===== src/rtl/demo_sequencer.sv =====
// Scene scheduler: counts frames, walks scenes through fade-in / play / fade-out,
// and takes skip (rising edge) and pause (level) requests from raw pins.
module demo_sequencer #(
    parameter int SCENE_BITS   = 3,
    parameter int NUM_SCENES   = 6,
    parameter int FRAME_BITS   = 10,
    parameter int SCENE_FRAMES = 480
) (
    input  logic                  clk,
    input  logic                  reset,
    input  logic                  frame_start,
    input  logic [1:0]            advance,
    output logic [SCENE_BITS-1:0] scene,
    output logic [FRAME_BITS-1:0] scene_frame,
    output logic [3:0]            fade,
    output logic                  scene_change,
    output logic                  paused
);

    typedef enum logic [1:0] {
        FADE_IN  = 2'd0,
        PLAY     = 2'd1,
        FADE_OUT = 2'd2
    } state_t;

    localparam logic [SCENE_BITS-1:0] LAST_SCENE = SCENE_BITS'(NUM_SCENES - 1);
    localparam logic [FRAME_BITS-1:0] LAST_FRAME = FRAME_BITS'(SCENE_FRAMES - 1);
    localparam logic [3:0]            FADE_MAX   = 4'd15;

    // Saturating helpers keep the counters from wrapping.
    function automatic logic [FRAME_BITS-1:0] frame_sat_inc(input logic [FRAME_BITS-1:0] v);
        return (&v) ? v : v + FRAME_BITS'(1);
    endfunction

    function automatic logic [3:0] fade_sat_inc(input logic [3:0] v);
        return (v == FADE_MAX) ? v : v + 4'd1;
    endfunction

    function automatic logic [3:0] fade_sat_dec(input logic [3:0] v);
        return (v == 4'd0) ? v : v - 4'd1;
    endfunction

    function automatic logic [SCENE_BITS-1:0] scene_wrap_inc(input logic [SCENE_BITS-1:0] v);
        return (v == LAST_SCENE) ? '0 : v + SCENE_BITS'(1);
    endfunction

    logic [1:0]            adv_p0;
    logic [1:0]            adv_p1;
    logic                  skip_d_p2;
    logic                  skip_pending;
    logic                  skip_edge;
    logic                  skip;
    logic                  step;

    state_t                state;
    state_t                state_nxt;
    logic [SCENE_BITS-1:0] scene_nxt;
    logic [FRAME_BITS-1:0] scene_frame_nxt;
    logic [3:0]            fade_nxt;
    logic                  scene_change_nxt;

    assign paused    = adv_p1[1];
    assign skip_edge = adv_p1[0] & ~skip_d_p2;
    assign skip      = skip_pending | skip_edge;
    assign step      = frame_start & ~paused;

    // Stage p0/p1: pin synchronizer; p2: skip edge detector
    always_ff @(posedge clk or posedge reset) begin
        if (reset) begin
            adv_p0       <= 2'b00;
            adv_p1       <= 2'b00;
            skip_d_p2    <= 1'b0;
            skip_pending <= 1'b0;
        end else begin
            adv_p0    <= advance;
            adv_p1    <= adv_p0;
            skip_d_p2 <= adv_p1[0];
            if (step)
                skip_pending <= 1'b0;
            else if (skip_edge)
                skip_pending <= 1'b1;
        end
    end

    always_ff @(posedge clk or posedge reset) begin
        if (reset) begin
            state        <= FADE_IN;
            scene        <= '0;
            scene_frame  <= '0;
            fade         <= 4'd0;
            scene_change <= 1'b0;
        end else begin
            state        <= state_nxt;
            scene        <= scene_nxt;
            scene_frame  <= scene_frame_nxt;
            fade         <= fade_nxt;
            scene_change <= scene_change_nxt;
        end
    end

    always_comb begin
        state_nxt        = state;
        scene_nxt        = scene;
        scene_frame_nxt  = scene_frame;
        fade_nxt         = fade;
        scene_change_nxt = 1'b0;
        if (step) begin
            scene_frame_nxt = frame_sat_inc(scene_frame);
            case (state)
                FADE_IN: begin
                    if (skip) begin
                        state_nxt = FADE_OUT;
                    end else begin
                        fade_nxt = fade_sat_inc(fade);
                        if (fade_sat_inc(fade) == FADE_MAX)
                            state_nxt = PLAY;
                    end
                end
                PLAY: begin
                    if (skip || (scene_frame == LAST_FRAME))
                        state_nxt = FADE_OUT;
                end
                FADE_OUT: begin
                    if (fade != 4'd0) begin
                        fade_nxt = fade_sat_dec(fade);
                    end else begin
                        // Scene switch: restart the frame count at the new scene
                        scene_nxt        = scene_wrap_inc(scene);
                        scene_frame_nxt  = '0;
                        scene_change_nxt = 1'b1;
                        state_nxt        = FADE_IN;
                    end
                end
                default: state_nxt = FADE_IN;
            endcase
        end
    end

endmodule


===== config.mk =====
export PLATFORM = sky130hd
export DESIGN_NAME = demo_sequencer
export DESIGN_NICKNAME = d
export VERILOG_FILES = /design/src/rtl/demo_sequencer.sv
export SDC_FILE = /design/constraint.sdc
export NUM_CORES = 1
export LEC_CHECK = 0
export ABC_CLOCK_PERIOD_IN_PS = 2250
export CELL_PAD_IN_SITES_DETAIL_PLACEMENT = 0
export CELL_PAD_IN_SITES_GLOBAL_PLACEMENT = 2
export CORE_UTILIZATION = 33
export CTS_BUF_LIST = sky130_fd_sc_hd__clkbuf_16
export CTS_CLUSTER_SIZE = 40
export DETAILED_ROUTE_END_ITERATION = 10
export PLACE_DENSITY_LB_ADDON = 0.1
export SYNTH_ARGS = -nofsm -noshare
export SYNTH_HDL_FRONTEND = slang
export SYNTH_SLANG_ARGS = --single-unit

===== constraint.sdc =====
create_clock -name clk -period 2.25 [get_ports clk]
set_input_delay 0.225 -clock clk [delete_from_list [all_inputs] [get_ports clk]]
set_output_delay 0.225 -clock clk [all_outputs]
set_load 0.05 [all_outputs]

# Word level (Yosys, flattened, before mapping)
# Cells that the tools add are included.
[totals]
register_bits = 26
[op_classes]
n_mux = 19
n_bitwise = 6
eq_ne = 12
reduce_logical = 10
add_sub_neg = 4
[op_table]
columns = ["cell", "count"]
rows = [
  ["$mux 10", 3],
  ["$mux 4", 4],
  ["$add 10x1->10 const B", 1],
  ["$eq 10x9->1 const B", 1],
  ["$ne 2x2->1 const B", 5],
  ["$reduce_and 10->1", 1],
  ["$eq 4x4->1 const B", 2],
  ["$mux 2", 4],
  ["$pmux 4 s2", 1],
  ["$pmux 2 s3", 1],
  ["$mux 1", 5],
  ["$reduce_and 5->1", 1],
  ["$add 4x1->4 const B", 1],
  ["$logic_not 4->1", 1],
  ["$reduce_and 4->1", 1],
  ["$reduce_bool 2->1", 2],
  ["$reduce_bool 4->1", 1],
  ["$sub 4x1->4 const B", 1],
  ["$add 3x1->3 const B", 1],
  ["$eq 3x3->1 const B", 1],
  ["$mux 3", 1],
  ["$ne 3x3->1 const B", 1],
  ["$not 1->1", 3],
  ["$reduce_and 3->1", 1],
  ["other kinds (6)", 7],
]

# Longest topological paths before layout
[logic_depth]
depth_word = 6
mapped_depth = 8
mapped_depth_nobuf = 6

# Worst setup path after synthesis
# OpenSTA, ideal clock, no wires.
[synth_path]
path_type = "reg-to-reg"
startpoint = "reg fade[0]"
endpoint = "reg fade[2]"
stages_incl_launch_ff = 8
setup_ps = 77
setup_slack_ps = -25
arrival_ps = 2197
path_buffers = 1
synth_period_minus_slack_ps = 2275
t_required_ps = 2173
path_cell_list = "dfrtp_1 -> inv_1 -> ha_1 -> nor3b_2 -> or3_1 -> clkbuf_1 -> a211o_1 -> a21oi_1"
[synth_via]
elab_chain_len = 4
word_cells_on_any_way = 13
[synth_lines]
columns = ["element", "line_no", "source"]
rows = [
  ["start, declared", "15", "output logic [3:0] fade,"],
  ["start signal, assigned", "96", "fade <= fade_nxt;"],
  ["$sub 4x1->4 (tied with other cells)", "40", "return (v == 4'd0) ? v : v - 4'd1;"],
  ["$mux 4, on equally long branches", "n/a", ""],
  ["$mux 4, on equally long branches", "124, 111", ""],
  ["$pmux 4 s2", "109", "case (state)"],
]
# Several ways; a longest one is shown, not always the timed one. The select of a mux whose other input is x is not followed.
# A chain may end at the register's enable or synchronous reset.

# Worst setup path in the final report
# Ends and elaborated chain as after synthesis.

==> summary.txt <==
Status
  – Status: finished clean

Yosys
  – Top-count cell post-synth: dfrtp_1
  – Post-synth top area share: 0.446
  – Ys Warns: 0
  – Synth cell count leaders: dfrtp_1, nor2_1, inv_1
  – Syn_area_per_cell: 9.80 µm²
  – Yosys top cell by area: dfrtp_1
  – Primary FF master, synth: dfrtp_1
  – Post-Synth Adder-Cell Area: 0.0343
  – Post-synth EDFFs: 0
  – Top cells by area, synth: dfrtp_1, nor2_1, ha_1
  – FFs w/ async S/R, synth: 1.00
  – Post-Syn Area: 1460 µm²
  – Xor/xnor share of the synthesized area: 0.0420
  – Post-Synthesis Cells: 149
  – Post-synthesis mux area share: 0.0223
  – Synth Register Bits: 26
  – Post-Synth Simple-Gate Area: 0.250
  – Mapped Nets: 158
  – Main combinational cell family by area after synthesis: simple AND/OR/NAND/NOR gates
  – Complex-gate fraction of the synthesized area: 0.152
  – Netlist cell types: 47
  – Sequential share of the synthesized area: 0.446

Global route
  – Largest net degree at the start of global routing: 27
  – Initial antenna violation count: 0
  – Vias in the first global route: 1,117
  – First-pass GRT wire length: between 5000 and 6000 µm
  – GRT Overall Usage: 0.159
  – GRT overflow: 0

Detailed routing
  – Post-DRT Antenna Nets: 0
  – Drt via density: 5.48
  – Routed WL per cell: 15.3 µm
  – Initial DRC count: 28
  – Remaining DRCs: 0
  – Via count: 1,221
  – DR pass1 iterations: 4
  – Final WL: 3420 µm

Clocking
  – CTS resizes: 0
  – Clock Root Buffer: clkbuf_16
  – CTS tree: built
  – # hold bufs at CTS: 0
  – CTS Sinks: 26
  – H-tree depth: 1
  – Post-CTS Setup Repair Bufs: 0
  – TritonCTS Buffers: 3
  – Worst-Skew Late Latency: 260 ps
  – Worst-case clock buffer depth: 2
  – Clk pin slew, worst setup/hold paths: 70 ps

Power
  – Leak: around 0.78 nW
  – Worst vdd ir: 0.617 mV
  – P per Cell Area: ~1400 nW/µm²
  – Tot Pwr: 0.00257 W

Floorplanning
  – Die area: approximately 4700 µm²
  – Die span in y: 68.5 µm
  – Starting density of the core: 0.355
  – Core ar.: 4120 µm²
  – DIE WIDTH: 68.5 µm
  – # rows: 23
  – IO Count: 24

Worst setup path
  – Crit Path Class: flop to flop
  – WP data required: between 2000 and 2500 ps
  – Critical path data arrival time: 2160 ps
  – Worst-path fanout max: 10
  – Worst setup SP type: flop
  – Crit path capture type: flop

Timing
  – Max-slew violations: 0
  – Setup Skew: 3.45 ps
  – Fmax: between 500 and 600 MHz
  – Worst slew margin: 0.663
  – RSZ-0062 raised after global routing: false
  – Tightest Pin Transition: approximately 500 ps
  – Setup violators final: 0
  – Fin Setup TNS: 0 ps
  – Final period utilization: 0.878
  – Final hold vios: 0
  – Fin crit period: 1980 ps

Place
  – PortBufs: 23
  – DP Wirelength: 2440 µm
  – Global placement routability congestion: 0.818

Job
  – Max Cap Viol: 0

Finish
  – Layout area overhead: 27.1%
  – Nets: around 180
  – Fillcell total: 412
  – Layout cell share with drive strength beyond 1: 0.121
  – Antenna cells: 0

Worst hold path
  – HP Class: primary input to asynchronous set/reset pin
## routing by layer
layer,track usage,part of all wire,vias up
met2,0.263,0.48,21
li1,-,-,595
met1,0.212,0.48,603
met4,0.0469,0.0073,0
met5,0,0,-
met3,0.0247,0.033,2
## kinds of logic after synthesis
family	count (synthesis)
compound gates	29
xor+xnor	7
fa+ha+maj	4
buf+inv	17
flops	26
mux	3
simple gates	63
## flip-flops by register name (all words and copies together) (netlist names)
| name | flops |
|---|---|
| skip_d_p2 | 1 |
| adv_p1 | 2 |
| adv_p0 | 2 |
| scene_frame | 10 |
| scene | 3 |
| scene_change | 1 |
| skip_pending | 1 |
| state | 2 |
| fade | 4 |
## cells in the final DEF, fill, tap and decap left out, drive strengths merged, types with 2 or more instances in the layout
cell           Yosys  layout
a211oi             2       2
a21oi              5       5
a221oi             2       2
a311oi             3       3
a31o               2       2
a31oi              4       4
and3               3       3
and4               2       2
buf                5       6
clkbuf             4       3
clkdlybuf4s50      0      23
dfrtp             26      26
ha                 4       4
inv                8       8
mux2               2       2
nand2              6       6
nand2b             4       4
nand3              6       6
nand4              6       6
nor2              16      16
nor2b              4       4
nor3               5       5
nor3b              2       2
o21ai              4       4
xnor2              5       5
xor2               2       2
## layout make-up
class	instances	area (µm²)	share of cell area
Clock buffer	3	75.1	0.0405
Inverter	8	30.0	0.0162
Clock inverter	1	30.0	0.0162
Tap cell	50	62.6	0.0337
Sequential cell	26	652	0.351
Timing Repair Buffer	29	275	0.148
Multi-Input combinational cell	106	731	0.394
## final timing paths
check,startpoint,endpoint,slack (ps),depth (start not counted)
setup / recovery,fade[0]$_DFFE_PP0P_,fade[2]$_DFFE_PP0P_,270,6
hold / removal,reset,adv_p1[0]$_DFF_PP0_,330,3
setup reg to reg,fade[0]$_DFFE_PP0P_,fade[2]$_DFFE_PP0P_,270,6
hold reg to reg,adv_p0[1]$_DFF_PP0_,adv_p1[1]$_DFF_PP0_,350,0
max in group asynchronous,reset,fade[0]$_DFFE_PP0P_,1640,3
min in group clk,adv_p0[1]$_DFF_PP0_,adv_p1[1]$_DFF_PP0_,350,0
## power by group
| group | switching, W | leakage [nW] | internal [W] |
|---|---|---|---|
| clock | 0.000164 | 0.0511 | 0.000354 |
| combinational | 0.000777 | 0.409 | 0.000485 |
| sequential | 0.000197 | 0.325 | 0.000593 |
| total | 0.00114 | 0.785 | 0.00143 |
## worst max-delay path, stage by stage (launching register included)
cell and delay (ps):
dfrtp_2 450, inv_1 120, ha_1 200, nor3b_2 170
or3_1 480, a211o_1 330, a21oi_1 150
## metrics by stage
step           cell area, µm²   util  setup slack (ps)  hold slack (ps)  std cells
5_1_grt                  1860  0.451               161              359        223
3_3_place_gp             1750  0.425               262              337        219
6_report                 1860  0.451               274              330        223
4_1_cts                  1860  0.451               266              343        223
2_1_floorplan            1460      -              42.5              256        149
3_5_place_dp             1750  0.425               217              339        219
Note: power is estimated with default switching activity, not from simulation.
